### config.mk
export PLATFORM = sky130hd
export DESIGN_NAME = temp_input_conditioner
export DESIGN_NICKNAME = d
export VERILOG_FILES = /design/src/rtl/temp_input_conditioner.sv
export SDC_FILE = /design/constraint.sdc
export NUM_CORES = 1
export LEC_CHECK = 0
export ABC_CLOCK_PERIOD_IN_PS = 2300
export BUFFER_PORTS_ARGS = -buffer_cell sky130_fd_sc_hd__buf_4
export CAP_MARGIN = 20
export CELL_PAD_IN_SITES_DETAIL_PLACEMENT = 1
export CELL_PAD_IN_SITES_GLOBAL_PLACEMENT = 1
export CORE_MARGIN = 1
export CORE_UTILIZATION = 40
export CTS_BUF_LIST = sky130_fd_sc_hd__clkbuf_4 sky130_fd_sc_hd__clkbuf_8
export DETAILED_ROUTE_END_ITERATION = 10
export GPL_ROUTABILITY_DRIVEN = 0
export PLACE_DENSITY = 0.73
export SETUP_SLACK_MARGIN = 0.1
export SLEW_MARGIN = 10
export SYNTH_ARGS = -nofsm -noshare
export SYNTH_HDL_FRONTEND = slang
export SYNTH_SLANG_ARGS = --single-unit
### constraint.sdc
create_clock -name clk -period 2.3 [get_ports clk]
set_input_delay 0.115 -clock clk [delete_from_list [all_inputs] [get_ports clk]]
set_output_delay 0.115 -clock clk [all_outputs]
set_load 0.005 [all_outputs]
### src/rtl/temp_input_conditioner.sv
`default_nettype none
// ============================================================================
//  Module      : temp_input_conditioner
//  Description : Synchronises and debounces 9 slide switches, clamps the
//                magnitude to 0..MAX_MAG and converts it to two BCD digits
//                with an iterative double-dabble FSM. Registered outputs
//                change together, flagged by a one-cycle update strobe.
//  Revision    : 1.0 - initial release
// ============================================================================
module temp_input_conditioner #(
    parameter int DEBOUNCE_CYCLES = 1000000,
    parameter int CNT_W           = 20,
    parameter int MAX_MAG         = 99
) (
    input  logic       clk,
    input  logic       reset,
    input  logic [8:0] sw_raw,
    output logic       temp_sign,
    output logic [7:0] temp_mag,
    output logic [3:0] bcd_tens,
    output logic [3:0] bcd_ones,
    output logic       out_of_range,
    output logic       update,
    output logic       busy
);

    localparam logic [CNT_W-1:0] c_CNT_MAX = CNT_W'(DEBOUNCE_CYCLES - 1);
    localparam logic [7:0]       c_MAX_MAG = 8'(MAX_MAG);
    localparam logic [2:0]       c_LAST_IT = 3'd7;

    typedef enum logic [1:0] {
        S_IDLE  = 2'd0,
        S_LOAD  = 2'd1,
        S_SHIFT = 2'd2,
        S_DONE  = 2'd3
    } state_t;

    // ------------------------------------------------------------------------
    // Storage
    // ------------------------------------------------------------------------
    logic [8:0]       sync1_q, sync2_q;
    logic [8:0]       cand_q, cand_d;
    logic [CNT_W-1:0] cnt_q, cnt_d;
    logic [8:0]       stable_q, stable_d;

    state_t           state_q, state_d;
    logic [19:0]      shreg_q, shreg_d;
    logic [2:0]       iter_q, iter_d;
    logic [7:0]       mag_q, mag_d;
    logic             sgn_q, sgn_d;
    logic             oor_q, oor_d;

    logic             temp_sign_q, temp_sign_d;
    logic [7:0]       temp_mag_q, temp_mag_d;
    logic [3:0]       bcd_tens_q, bcd_tens_d;
    logic [3:0]       bcd_ones_q, bcd_ones_d;
    logic             out_of_range_q, out_of_range_d;
    logic             update_q, update_d;

    logic             w_accept;
    logic [7:0]       w_clamp_mag;
    logic             w_clamp_oor;
    logic             w_clamp_sgn;
    logic [19:0]      w_adj;

    // Accept a new setting only when settled, different from the current one
    // and the converter is free; otherwise it waits with the counter saturated.
    assign w_accept = (cnt_q == c_CNT_MAX) && (sync2_q == cand_q) &&
                      (cand_q != stable_q) && (state_q == S_IDLE);

    // Two-flop synchroniser on all switch bits
    always_ff @(posedge clk or negedge reset) begin
        if (!reset) begin
            sync1_q <= '0;
            sync2_q <= '0;
        end else begin
            sync1_q <= sw_raw;
            sync2_q <= sync1_q;
        end
    end

    // Debounce next-state: restart on any change, count up to saturation
    always_comb begin
        cand_d   = cand_q;
        cnt_d    = cnt_q;
        stable_d = stable_q;
        if (sync2_q != cand_q) begin
            cand_d = sync2_q;
            cnt_d  = '0;
        end else if (cnt_q != c_CNT_MAX) begin
            cnt_d = cnt_q + 1'b1;
        end
        if (w_accept) begin
            stable_d = cand_q;
        end
    end

    // Debounce registers
    always_ff @(posedge clk or negedge reset) begin
        if (!reset) begin
            cand_q   <= '0;
            cnt_q    <= '0;
            stable_q <= '0;
        end else begin
            cand_q   <= cand_d;
            cnt_q    <= cnt_d;
            stable_q <= stable_d;
        end
    end

    // Clamp the accepted magnitude; a zero magnitude is never negative
    always_comb begin
        w_clamp_mag = stable_q[7:0];
        w_clamp_oor = 1'b0;
        if (stable_q[7:0] > c_MAX_MAG) begin
            w_clamp_mag = c_MAX_MAG;
            w_clamp_oor = 1'b1;
        end
        w_clamp_sgn = stable_q[8] && (w_clamp_mag != 8'd0);
    end

    // Double-dabble add-3 correction on each BCD nibble before the shift
    always_comb begin
        w_adj = shreg_q;
        if (shreg_q[11:8]  >= 4'd5) w_adj[11:8]  = shreg_q[11:8]  + 4'd3;
        if (shreg_q[15:12] >= 4'd5) w_adj[15:12] = shreg_q[15:12] + 4'd3;
        if (shreg_q[19:16] >= 4'd5) w_adj[19:16] = shreg_q[19:16] + 4'd3;
    end

    // Conversion FSM next-state and datapath
    always_comb begin
        state_d        = state_q;
        shreg_d        = shreg_q;
        iter_d         = iter_q;
        mag_d          = mag_q;
        sgn_d          = sgn_q;
        oor_d          = oor_q;
        temp_sign_d    = temp_sign_q;
        temp_mag_d     = temp_mag_q;
        bcd_tens_d     = bcd_tens_q;
        bcd_ones_d     = bcd_ones_q;
        out_of_range_d = out_of_range_q;
        update_d       = 1'b0;
        case (state_q)
            S_IDLE: begin
                if (w_accept) begin
                    state_d = S_LOAD;
                end
            end
            S_LOAD: begin
                shreg_d = {12'b0, w_clamp_mag};
                iter_d  = '0;
                mag_d   = w_clamp_mag;
                sgn_d   = w_clamp_sgn;
                oor_d   = w_clamp_oor;
                state_d = S_SHIFT;
            end
            S_SHIFT: begin
                shreg_d = {w_adj[18:0], 1'b0};
                iter_d  = iter_q + 3'd1;
                if (iter_q == c_LAST_IT) begin
                    state_d = S_DONE;
                end
            end
            S_DONE: begin
                // Hundreds nibble is always zero thanks to the clamp
                temp_sign_d    = sgn_q;
                temp_mag_d     = mag_q;
                bcd_tens_d     = shreg_q[15:12];
                bcd_ones_d     = shreg_q[11:8];
                out_of_range_d = oor_q;
                update_d       = 1'b1;
                state_d        = S_IDLE;
            end
            default: begin
                state_d = S_IDLE;
            end
        endcase
    end

    // FSM state and conversion working registers
    always_ff @(posedge clk or negedge reset) begin
        if (!reset) begin
            state_q <= S_IDLE;
            shreg_q <= '0;
            iter_q  <= '0;
            mag_q   <= '0;
            sgn_q   <= 1'b0;
            oor_q   <= 1'b0;
        end else begin
            state_q <= state_d;
            shreg_q <= shreg_d;
            iter_q  <= iter_d;
            mag_q   <= mag_d;
            sgn_q   <= sgn_d;
            oor_q   <= oor_d;
        end
    end

    // Output registers, loaded together in DONE
    always_ff @(posedge clk or negedge reset) begin
        if (!reset) begin
            temp_sign_q    <= 1'b0;
            temp_mag_q     <= '0;
            bcd_tens_q     <= '0;
            bcd_ones_q     <= '0;
            out_of_range_q <= 1'b0;
            update_q       <= 1'b0;
        end else begin
            temp_sign_q    <= temp_sign_d;
            temp_mag_q     <= temp_mag_d;
            bcd_tens_q     <= bcd_tens_d;
            bcd_ones_q     <= bcd_ones_d;
            out_of_range_q <= out_of_range_d;
            update_q       <= update_d;
        end
    end

    assign temp_sign    = temp_sign_q;
    assign temp_mag     = temp_mag_q;
    assign bcd_tens     = bcd_tens_q;
    assign bcd_ones     = bcd_ones_q;
    assign out_of_range = out_of_range_q;
    assign update       = update_q;
    assign busy         = (state_q != S_IDLE);

endmodule
`default_nettype wire

==> results of run 1 <==
==> where the power goes <==
part / switching (mW) / leakage, nW / internal [mW] / total, mW
clock network: 0.611 / 0.0958 / 0.464 / 1.07
registers: 0.0176 / 1.42 / 1.89 / 1.90
logic: 0.0559 / 0.931 / 0.0425 / 0.0984
==> how the worst max path moves through the flow <==
| stage | end | slack, ps | cells past startpoint | start |
|---|---|---|---|---|
| 2_1_floorplan | stable_q[0] | 310 | 7 | cnt_q[0] |
| 6_report | stable_q[3] | 170 | 5 | cnt_q[16] |
| 5_1_grt | state_q[1] | 60 | 5 | cnt_q[7] |
| 3_5_place_dp | stable_q[3] | 30 | 5 | stable_q[5] |
| 4_1_cts | stable_q[3] | 150 | 5 | cand_q[6] |
| 3_3_place_gp | stable_q[3] | 100 | 5 | stable_q[5] |
==> through the flow <==
stage / util / power (mW) / setup WS, ps / area [µm²]
finish: 0.483 / 3.08 / 166 / 5300
global route: 0.483 / 3.20 / 57.8 / 5300
CTS: 0.480 / 3.12 / 148 / 5270
detailed placement: 0.454 / 2.03 / 25.5 / 4990
global placement: 0.454 / 2.02 / 99.6 / 4990
floorplan: - / 1.97 / 306 / 4570
==> routing by layer <==
metal	wire length [µm]	part of all wire
met4	139	0.015
met2	4680	0.50
met1	4290	0.46
met5	0	0
met3	242	0.026
==> state kept, by name, indices dropped and copies added, names as in the netlist <==
name	cells
sgn_q	1
temp_sign	1
update	1
iter_q	3
temp_mag	8
shreg_q	16
cand_q	9
sync2_q	9
stable_q	9
sync1_q	9
bcd_tens	4
bcd_ones	4
oor_q	1
mag_q	8
cnt_q	20
out_of_range	1
state_q	2
==> layout make-up <==
type / count / area share
clock inverters: 4 / 0.00496
inverters: 13 / 0.00920
well taps: 140 / 0.0330
flip-flops and latches: 106 / 0.500
multi-input cells: 246 / 0.342
clock buffers: 12 / 0.0300
repair buffers: 52 / 0.0807
==> what timing repair did <==
item                                    4_1_cts  5_1_grt
endpoints found under the setup margin        9        9
hold buffers                                 10        0
gates resized for setup                       1        3
hold endpoints to repair                     51        0
gates cloned                                  0        1
pin swaps                                     0        2
==> synthesized netlist by cell type, types with 4 or more instances <==
library cell	number	area share
mux2i_1	4	0.0088
xnor2_1	15	0.029
ha_1	11	0.030
nor2b_1	4	0.0055
and3_1	4	0.0055
nor4b_1	4	0.0077
o21ai_0	14	0.015
nand2_1	14	0.011
inv_1	13	0.011
and2_1	4	0.0055
a21oi_1	13	0.014
nand2b_1	4	0.0055
mux2_4	9	0.030
mux2_2	24	0.059
xor2_1	22	0.042
nand4_1	6	0.0082
nand3_1	20	0.022
clkbuf_1	20	0.016
nor2_1	38	0.031
dfrtp_1	106	0.58
==> logic make-up after synthesis <==
kind of cell | count (synthesis) | synth area share
simple gates | 115 | 0.129
flops | 106 | 0.580
compound gates | 45 | 0.0621
xor+xnor | 37 | 0.0709
mux | 37 | 0.0975
buf+inv | 34 | 0.0296
fa+ha+maj | 11 | 0.0301
==> run metrics, run 1 <==
FMAX=0.469 GHz; Yosys reg bits=106; final hold slack=around 280 ps; status=completed; Tcrit/Tclk final=0.928; count of input and output buffers=30; busiest grt layer=met2; Netlist cell types=42; final hold vios=0; pwr/cell area=a little under 600 nW/µm²; Crit path required time=roughly 2600 ps; nets@finish=450; crit path kind=reg -> reg; remaining antenna violation count=0; Starting Density=0.416; CP max stage cell=a2111o_2; minimum clock period=about 2100 ps; CTS root buffer=clkbuf_8; Total GRT Usage=0.174; critical path endpoint category=flop; Non-Filler Instances=~570; H-tree level count=3; normalized max-slew margin=0.617; CTS tree=yes; # IOs=31; Reg clk slew, reported paths=roughly 90 ps; most common cell after layout, fill and taps aside=dfrtp_1; Core ar.=around 11000 µm²; initial antenna violation count=0; Gate Count Post-Synth=385; most frequent cells in the layout=dfrtp_1, buf_4, nor2_1, mux2_2, xor2_1; reg2reg start=cnt_q[16]; maximum VDD drop=499 µV; r2r setup slk=170 ps; Critical Path Fanout Max=5; DR iter-0 viols=83; final setup TNS=0 ps; Syn. warnings=0; Vias/cell=about 5.2; DP HPWL=~6600 µm; wire per inst=16.3 µm; Avg Cell Area, Syn=11.9 µm²; vias in the first global route=between 3000 and 4000; WP data arrival=2390 ps; CTS sink cnt=approximately 110; share of the yosys chip area belonging to registers=0.580; clock buffer depth=2; largest net degree at the start of global routing=46; # setup viols final=0; DP Cell Count=between 500 and 600; M2 GR Usage=0.291; global route overflow=0; Max Slew Vio Count=0; worst slew pin tran=574 ps; critical path, cell by cell=and3_1 > nor4bb_2 > nand4_1 > a2111o_2 > mux2_4; Antenna Cells=0; post-CTS setup buffer count=0; CP max stage delay=about 560 ps; worst reg2reg endpoint=stable_q[3]; Hold Path Class=in -> async; fill count=1159; DRC viols=0; Mapped Nets=slightly above 400; Post-synth EDFFs=0; cell family with most CP delay=simple AND/OR/NAND/NOR gates; met1 usage=0.221; register area=about 2700 µm²; FF-to-FF path depth=5; via count=2981; met3 global-route usage=0.0383; ys flop type=dfrtp_1; clock buffer count from CTS=9; maxcap violations=0; Rows=38; Die Area=roughly 12000 µm²; area of the multi-input gates=~1800 µm²; RSZ-0062 raised after global routing=false; static leakage=between 2 and 2.5 nW; clk_lat worst skew=between 300 and 400 ps; Area Overhead vs Synth=16.0%; Setup crit start kind=flop; Cell Area, Synth=4570 µm²; WL final=9360 µm; Post-synth ARST share=1.00; Bufs and invs on worst path=0; clock skew=about 9.1 ps; layout cells sized above 1=0.226; chip height=approximately 110 µm; Die W=around 110 µm; global-route wire length before repair=15800 µm; DR pass1 iterations=4
Note: power is estimated with default switching activity, not from simulation.
==> run 2, diff against run 1 <==
--- a/config.mk
+++ b/config.mk
@@ -5,7 +5,7 @@
 export SDC_FILE = /design/constraint.sdc
 export NUM_CORES = 1
 export LEC_CHECK = 0
-export ABC_CLOCK_PERIOD_IN_PS = 2300
+export ABC_CLOCK_PERIOD_IN_PS = 2100
 export BUFFER_PORTS_ARGS = -buffer_cell sky130_fd_sc_hd__buf_4
 export CAP_MARGIN = 20
 export CELL_PAD_IN_SITES_DETAIL_PLACEMENT = 1
@@ -16,6 +16,7 @@
 export DETAILED_ROUTE_END_ITERATION = 10
 export GPL_ROUTABILITY_DRIVEN = 0
 export PLACE_DENSITY = 0.73
+export RECOVER_POWER = 100
 export SETUP_SLACK_MARGIN = 0.1
 export SLEW_MARGIN = 10
 export SYNTH_ARGS = -nofsm -noshare
==> constraint.sdc (replaced) <==
create_clock -name clk -period 2.1 [get_ports clk]
set_input_delay 0.105 -clock clk [delete_from_list [all_inputs] [get_ports clk]]
set_output_delay 0.105 -clock clk [all_outputs]
set_load 0.005 [all_outputs]
==> run metrics, run 2 (synthesis results as in run 1) <==
H-tree level count=3; # setup viols final=0; final hold vios=0; Reg clk slew, reported paths=around 90 ps; status=completed; most common cell after layout, fill and taps aside=dfrtp_1; WP data arrival=~2300 ps; chip height=109 µm; Die W=approximately 110 µm; static leakage=2.50 nW; DR iter-0 viols=100; nets@finish=464; critical path, cell by cell=xor2_1 > or4_1 > nor3_2 > a2111o_1 > buf_4 > mux2_4; CTS tree=yes; layout cells sized above 1=0.253; Tcrit/Tclk final=0.990; initial antenna violation count=0; Final Instance Area=about 5400 µm²; max reg flops=20; final hold slack=354 ps; clock buffer depth=2; remaining antenna violation count=0; CTS sink cnt=106; CTS root buffer=clkbuf_8; count of input and output buffers=30; DRC viols=0; RSZ-0062 raised after global routing=true; Total GRT Usage=0.181; crit path kind=reg -> reg; pwr/cell area=around 620 nW/µm²; global route overflow=0; most frequent cells in the layout=dfrtp_1, nor2_1, clkbuf_4, mux2_2, xor2_1; Crit path required time=between 2000 and 2500 ps; CP max stage cell=or4_1; Starting Density=0.416; Area after DPL=5090 µm²; area of the multi-input gates=about 1800 µm²; clock skew=~6.1 ps; # IOs=31; Largest regs=cnt_q x20, shreg_q x16; fill count=1143; Hold Path Class=reg -> reg; Max Slew Vio Count=0; Biggest register=cnt_q; maximum VDD drop=between 400 and 500 µV; clk_lat worst skew=~370 ps; Vias/cell=about 5.2; vias in the first global route=between 3000 and 4000; worst slew pin tran=about 1400 ps; CP max stage delay=~550 ps; largest net degree at the start of global routing=~110; Tot Pwr=approximately 3.3 mW; global-route wire length before repair=~16000 µm; Critical Path Fanout Max=4; Antenna Cells=0; via count=roughly 3000; critical path endpoint category=flop; register area=around 2700 µm²; Core ar.=between 10000 and 15000 µm²; Area Overhead vs Synth=18.2%; FMAX=between 0.4 and 0.5 GHz; clock buffer count from CTS=9; maxcap violations=0; normalized max-slew margin=0.0459; wire per inst=16.2 µm; Setup crit start kind=flop; Die Area=11900 µm²; final core occ=0.492; Rows=38; WL final=around 9500 µm; minimum clock period=~2100 ps; DR pass1 iterations=4; DP HPWL=between 6000 and 7000 µm
## run 2: final cells by class
type	count	area share
clock buffer	12	0.0271
inverter	13	0.00903
timing repair buffer	67	0.0959
multi-input combinational	245	0.341
tap	140	0.0324
sequential	106	0.491
clock inverter	3	0.00324
## run 2: repair_timing
item / 4_1_cts / 5_1_grt
endpoints found under the hold margin: 115 / 0
pin swaps: 6 / 6
hold buffers: 10 / 0
endpoints found under the setup margin: 11 / 15
setup buffers: 4 / 0
gates cloned: 0 / 0
resized for setup: 7 / 6
## run 2: power by group
part           leakage (nW)  switching (mW)  internal [mW]  total, mW
combinational         0.994          0.0656         0.0550      0.121
clock                0.0865           0.657          0.462       1.12
sequential             1.42          0.0177           2.07       2.08
## run 2: final timing paths
kind | from | to | slack, ps | depth (start not counted)
min reg2reg | sync1_q[3] | sync2_q[3] | 350 | 0
max reg2reg | cand_q[8] | stable_q[2] | 20 | 6
min | sync1_q[3] | sync2_q[3] | 350 | 0
min in group asynchronous | reset | bcd_ones[1] | 730 | 3
max | cand_q[8] | stable_q[2] | 20 | 6
max in group asynchronous | reset | mag_q[6] | 460 | 3
## run 2: per-layer routing
metal  vias to the layer above  routed length [µm]  global-route usage
met1                      1533                4280               0.234
met2                        38                4850               0.298
met4                         0                 175              0.0753
li1                       1437                   -                   -
met3                        14                 188              0.0329
met5                         -                   0                   0
## run 2: worst max-delay path: cells and delay by family (launching register included)
| kind | cells | cell delay [ps] |
|---|---|---|
| buffers and inverters | 1 | 160 |
| multiplexers | 1 | 300 |
| AO/OA/AOI/OAI | 1 | 200 |
| flip-flops | 1 | 430 |
| XOR/XNOR | 1 | 190 |
| AND/OR/NAND/NOR | 2 | 690 |
## run 2: metrics by stage
stage	cells	setup TNS, ps	setup slack [ps]
after global routing	586	-366	-49.5
after detailed placement	558	-53.0	-33.7
after CTS	587	0	32.9
after floorplan	385	0	106
final	586	0	20.3
after global placement	558	0	106
